<file path="config.mk">
export PLATFORM = sky130hd
export DESIGN_NAME = ram_arbiter
export DESIGN_NICKNAME = d
export VERILOG_FILES = /design/src/rtl/ram_arb_pkg.sv /design/src/rtl/ram_arb_pick.sv /design/src/rtl/ram_arbiter.sv
export SDC_FILE = /design/constraint.sdc
export NUM_CORES = 1
export LEC_CHECK = 0
export ABC_CLOCK_PERIOD_IN_PS = 1900
export CAP_MARGIN = 10
export CELL_PAD_IN_SITES_DETAIL_PLACEMENT = 0
export CELL_PAD_IN_SITES_GLOBAL_PLACEMENT = 1
export CORE_ASPECT_RATIO = 1.2
export CORE_MARGIN = 1.5
export CORE_UTILIZATION = 31
export DETAILED_ROUTE_END_ITERATION = 8
export PLACE_DENSITY_LB_ADDON = 0.1
export SYNTH_ARGS = -nofsm -noshare
export SYNTH_HDL_FRONTEND = slang
export SYNTH_SLANG_ARGS = --single-unit
</file>
<file path="constraint.sdc">
create_clock -name I_clk -period 1.9 [get_ports I_clk]
set_input_delay 0.38 -clock I_clk [delete_from_list [all_inputs] [get_ports I_clk]]
set_output_delay 0.38 -clock I_clk [all_outputs]
set_load 0.02 [all_outputs]
</file>
<file path="src/rtl/ram_arb_pkg.sv">
// Shared types for the RAM arbiter: FSM states, RAM size codes and requester ids.
package ram_arb_pkg;

    typedef enum logic [1:0] {
        IDLE    = 2'd0,
        ACCESS  = 2'd1,
        CAPTURE = 2'd2,
        ACK     = 2'd3
    } state_t;

    typedef enum logic {
        REQ_FETCH = 1'b0,
        REQ_DATA  = 1'b1
    } req_id_t;

    localparam logic [1:0] SIZE_BYTE = 2'd1;
    localparam logic [1:0] SIZE_HALF = 2'd2;

endpackage

</file>
<file path="src/rtl/ram_arb_pick.sv">
// Combinational winner select between fetch and data requests.
// RAM_ARB_RR_EN selects round-robin on ties; otherwise data has fixed priority.
module ram_arb_pick
    import ram_arb_pkg::*;
(
    input  logic    f_req,
    input  logic    d_req,
`ifdef RAM_ARB_RR_EN
    input  req_id_t last_grant,
`endif
    output req_id_t win
);

    always_comb begin
        win = REQ_FETCH;
        if (d_req && f_req) begin
`ifdef RAM_ARB_RR_EN
            win = (last_grant == REQ_DATA) ? REQ_FETCH : REQ_DATA;
`else
            win = REQ_DATA;
`endif
        end else if (d_req) begin
            win = REQ_DATA;
        end
    end

endmodule

</file>
<file path="src/rtl/ram_arbiter.sv">
// Shares the single-port RAM between instruction fetch and load/store data.
// Define RAM_ARB_RR_EN for round-robin tie-breaking instead of data-over-fetch priority.
module ram_arbiter
    import ram_arb_pkg::*;
#(
    parameter int ADDR_W = 16,
    parameter int DATA_W = 16
) (
    input  logic              I_clk,
    input  logic              I_reset_n,
    input  logic              I_f_req,
    input  logic [ADDR_W-1:0] I_f_addr,
    input  logic [1:0]        I_f_size,
    output logic              O_f_ack,
    output logic [DATA_W-1:0] O_f_data,
    input  logic              I_d_req,
    input  logic              I_d_write,
    input  logic [ADDR_W-1:0] I_d_addr,
    input  logic [1:0]        I_d_size,
    input  logic [DATA_W-1:0] I_d_data,
    output logic              O_d_ack,
    output logic [DATA_W-1:0] O_d_data,
    output logic              O_ram_enable,
    output logic              O_ram_write,
    output logic [1:0]        O_ram_size,
    output logic [ADDR_W-1:0] O_ram_addr,
    output logic [DATA_W-1:0] O_ram_data,
    input  logic [DATA_W-1:0] I_ram_data
);

    state_t  state;
    req_id_t grant_id;
    req_id_t win;
`ifdef RAM_ARB_RR_EN
    req_id_t last_grant;
`endif

    ram_arb_pick u_pick (
        .f_req      (I_f_req),
        .d_req      (I_d_req),
`ifdef RAM_ARB_RR_EN
        .last_grant (last_grant),
`endif
        .win        (win)
    );

    always_ff @(posedge I_clk or negedge I_reset_n) begin
        if (!I_reset_n) begin
            state        <= IDLE;
            grant_id     <= REQ_FETCH;
`ifdef RAM_ARB_RR_EN
            last_grant   <= REQ_FETCH;
`endif
            O_f_ack      <= 1'b0;
            O_f_data     <= '0;
            O_d_ack      <= 1'b0;
            O_d_data     <= '0;
            O_ram_enable <= 1'b0;
            O_ram_write  <= 1'b0;
            O_ram_size   <= '0;
            O_ram_addr   <= '0;
            O_ram_data   <= '0;
        end else begin
            case (state)
                IDLE: begin
                    // Command registers load here so the enable cycle sees a stable command.
                    if (I_f_req || I_d_req) begin
                        grant_id     <= win;
`ifdef RAM_ARB_RR_EN
                        last_grant   <= win;
`endif
                        O_ram_enable <= 1'b1;
                        state        <= ACCESS;
                        if (win == REQ_DATA) begin
                            O_ram_addr  <= I_d_addr;
                            O_ram_size  <= I_d_size;
                            O_ram_write <= I_d_write;
                            O_ram_data  <= I_d_data;
                        end else begin
                            O_ram_addr  <= I_f_addr;
                            O_ram_size  <= I_f_size;
                            O_ram_write <= 1'b0;
                        end
                    end
                end
                ACCESS: begin
                    O_ram_enable <= 1'b0;
                    state        <= CAPTURE;
                end
                CAPTURE: begin
                    if (!O_ram_write) begin
                        if (grant_id == REQ_DATA) O_d_data <= I_ram_data;
                        else                      O_f_data <= I_ram_data;
                    end
                    O_d_ack <= (grant_id == REQ_DATA);
                    O_f_ack <= (grant_id == REQ_FETCH);
                    state   <= ACK;
                end
                ACK: begin
                    O_d_ack <= 1'b0;
                    O_f_ack <= 1'b0;
                    state   <= IDLE;
                end
                default: state <= IDLE;
            endcase
        end
    end

endmodule

</file>
==> results.json <==
{
  "dp_slack_ns": 0.1162,
  "worstSetupPathType": "reg2out",
  "die_h_um": 110.9,
  "syn_nets": 299,
  "grt-ovfl-total": 0,
  "grt_setup_unrepaired": "false",
  "synth_warnings": 0,
  "seq_area_um2": 1827,
  "avgSynthCellArea_um2": 13.60,
  "synthMuxAreaShare": 0.1936,
  "status": "finished, final reports clean",
  "final_common_cell": "clkdlybuf4s50_1",
  "path_clk_slew_ns": 0.06,
  "hold_viol": 0,
  "post-dp-hpwl_um": 5708,
  "crit_arrival_ns": 1.41,
  "cp-start-kind": "register",
  "cts_htree_levels": 3,
  "gp_congestion": 0.7016,
  "cts_hold_buffers": 0,
  "synth_compound_area_frac": 0.09409,
  "num_vias": 2375,
  "cts_sinks": 73,
  "multiInputGateArea_um2": 1101,
  "rr_startpoint": "state[0]$_DFFE_PN0P_",
  "setup_viol": 0,
  "insertion_delay_ns": 0.32,
  "final_cell_mix": "141 x clkdlybuf4s50_1, 73 x dfrtp_1, 49 x mux2_2",
  "die_x_um": 92.89,
  "initial_core_util": 0.3175,
  "antenna_found_initial": 0,
  "numPortBuffers": 142,
  "grt_pass1_vias": 2489,
  "rows": 39,
  "relSlewSlack": 0.6662,
  "r2r_slack_ns": 0.14,
  "worst_pin_slew_ns": 0.5007,
  "crit_buf_inv": 1,
  "p_leak_nw": 2.070,
  "syn_area_um2": 3005,
  "ctsLongestPathBuffers": 2,
  "ys_seq_area_frac": 0.6078,
  "path_depth": 1,
  "final_nets": 450,
  "die_area_um2": 10300,
  "synthSimpleGateAreaFrac": 0.05787,
  "final_design_area_no_fill_um2": 5037,
  "min_period_ns": 1.795,
  "cts_tree": "yes",
  "rr_endpoint": "O_f_data[2]$_DFFE_PN0P_",
  "cts_root_buffer": "clkbuf_16",
  "drv_cap": 0,
  "final_util": 0.5321,
  "post_cts_buffers": 0,
  "yosysUniqueCellTypes": 22,
  "synthXorXnorAreaFrac": 0,
  "fin_tns_setup_ns": 0,
  "fmax_mhz": 557.2,
  "grt_pass1_wl_um": 12880,
  "required_ns": 1.52,
  "drive_gt1_frac": 0.2122,
  "fin_skew_ns": 0.005139,
  "synth-adder-area-share": 0.02082,
  "cts_resized": 0,
  "fillCellCount": 871,
  "drt_pre_antenna_iters": 4,
  "via_per_inst": 4.750,
  "cts_buffers": 9,
  "place_area_um2": 4644,
  "critPathSlowestCell": "clkdlybuf4s50_1",
  "area_growth_pct": 67.61,
  "wire_per_inst_um": 15.69,
  "route.detailed.drc": 0,
  "synth_top_family_by_area": "multiplexers",
  "grtUsageTotal": 0.1623,
  "grt_max_degree": 37,
  "pwr_density_cell_nw_per_um2": 1892,
  "post-route-period-util": 0.9446,
  "cp_cell_sequence": "clkdlybuf4s50_1",
  "ys_ff_latch": 73,
  "core_area_um2": 9467,
  "cp-endpoint": "O_ram_write",
  "critPathMaxFanout": 4,
  "drt_first_iter_violations": 73,
  "syn_inst": 221,
  "antenna_cells": 0,
  "drt_wl_total_um": 7846,
  "crit_path_end_kind": "primary output",
  "pin_count": 143,
  "slew_viol_final": 0,
  "r2r_cells": 5,
  "critPathMaxStageDelay_ns": 0.65,
  "peakVddDrop_v": 0.0006717,
  "hp-class": "in2async",
  "fin_ws_ns": 0.1052,
  "ant_nets": 0,
  "critPathTopFamily": "buffers and inverters",
  "critPathLaunch": "O_ram_write$_DFFE_PN0P_"
}
## layer usage
layer  routed length (µm)  track usage
met5                    0            0
met4                   95      0.06162
met3                  711      0.06104
met2                 3743       0.2574
met1                 3296       0.1989
## how the worst min path moves through the flow
stage,from,end,slack [ns],cells after the start
floorplan,I_reset_n,O_d_ack$_DFFE_PN0P_,0.08,0
global placement,I_reset_n,O_d_data[1]$_DFFE_PN0P_,0.38,1
detailed placement,I_reset_n,O_d_data[1]$_DFFE_PN0P_,0.39,1
CTS,I_reset_n,O_f_ack$_DFFE_PN0P_,0.04,1
global route,I_reset_n,O_d_data[1]$_DFFE_PN0P_,0.05,1
finish,I_reset_n,O_d_data[1]$_DFFE_PN0P_,0.02,1
## cell families (layout without fill, tap and decap cells)
| group | after synthesis | in the layout |
|---|---|---|
| adder cells (fa/ha/maj) | 5 | 5 |
| buffers and inverters | 16 | 172 |
| AO/OA/AOI/OAI | 39 | 39 |
| flip-flops | 73 | 73 |
| multiplexers | 52 | 52 |
| AND/OR/NAND/NOR | 36 | 36 |
## through the flow
step | cells | hold WS, ns | total power, mW
floorplan | 221 | 0.08441 | 5.220
global placement | 484 | 0.3843 | 7.337
detailed placement | 484 | 0.3854 | 7.426
CTS | 500 | 0.03891 | 9.685
global route | 500 | 0.05289 | 10.11
finish | 500 | 0.02171 | 9.532
## synth_stat cells (all sizes together)
master	number	area (µm²)
nand3	1	5.000
ha	5	62.56
inv	3	11.26
clkbuf	4	15.01
a21oi	1	5.000
nand2	6	25.03
a32o	1	10.01
or2	1	6.260
nor2	22	82.58
buf	9	51.29
o32ai	15	131.4
dfrtp	73	1827
o22ai	21	131.4
o21ai	1	5.000
nand3b	1	11.26
mux2i	3	30.03
mux2	49	551.8
nand2b	4	25.02
nor3b	1	18.77
## power by group
| part | internal (mW) | leakage, nW | switching (mW) |
|---|---|---|---|
| Combinational | 2.40 | 1.02 | 2.08 |
| Sequential | 2.37 | 0.858 | 0.482 |
| Clock | 1.58 | 0.190 | 0.622 |
## area by class of cell
| class | instances | area share |
|---|---|---|
| tap | 123 | 0.03055 |
| timing repair buffer | 153 | 0.3080 |
| sequential | 73 | 0.3626 |
| clock buffer | 11 | 0.04819 |
| inverter | 3 | 0.002235 |
| multi-input combinational | 132 | 0.2186 |
| clock inverter | 5 | 0.02981 |
## state kept, by name, summed over array words and instances (netlist names)
name and flops:
O_d_ack 1, O_d_data 16, O_f_ack 1, O_f_data 16, O_ram_addr 16, O_ram_data 16
O_ram_enable 1, O_ram_size 2, O_ram_write 1, grant_id 1, state 2
Note: power is estimated with default switching activity, not from simulation.
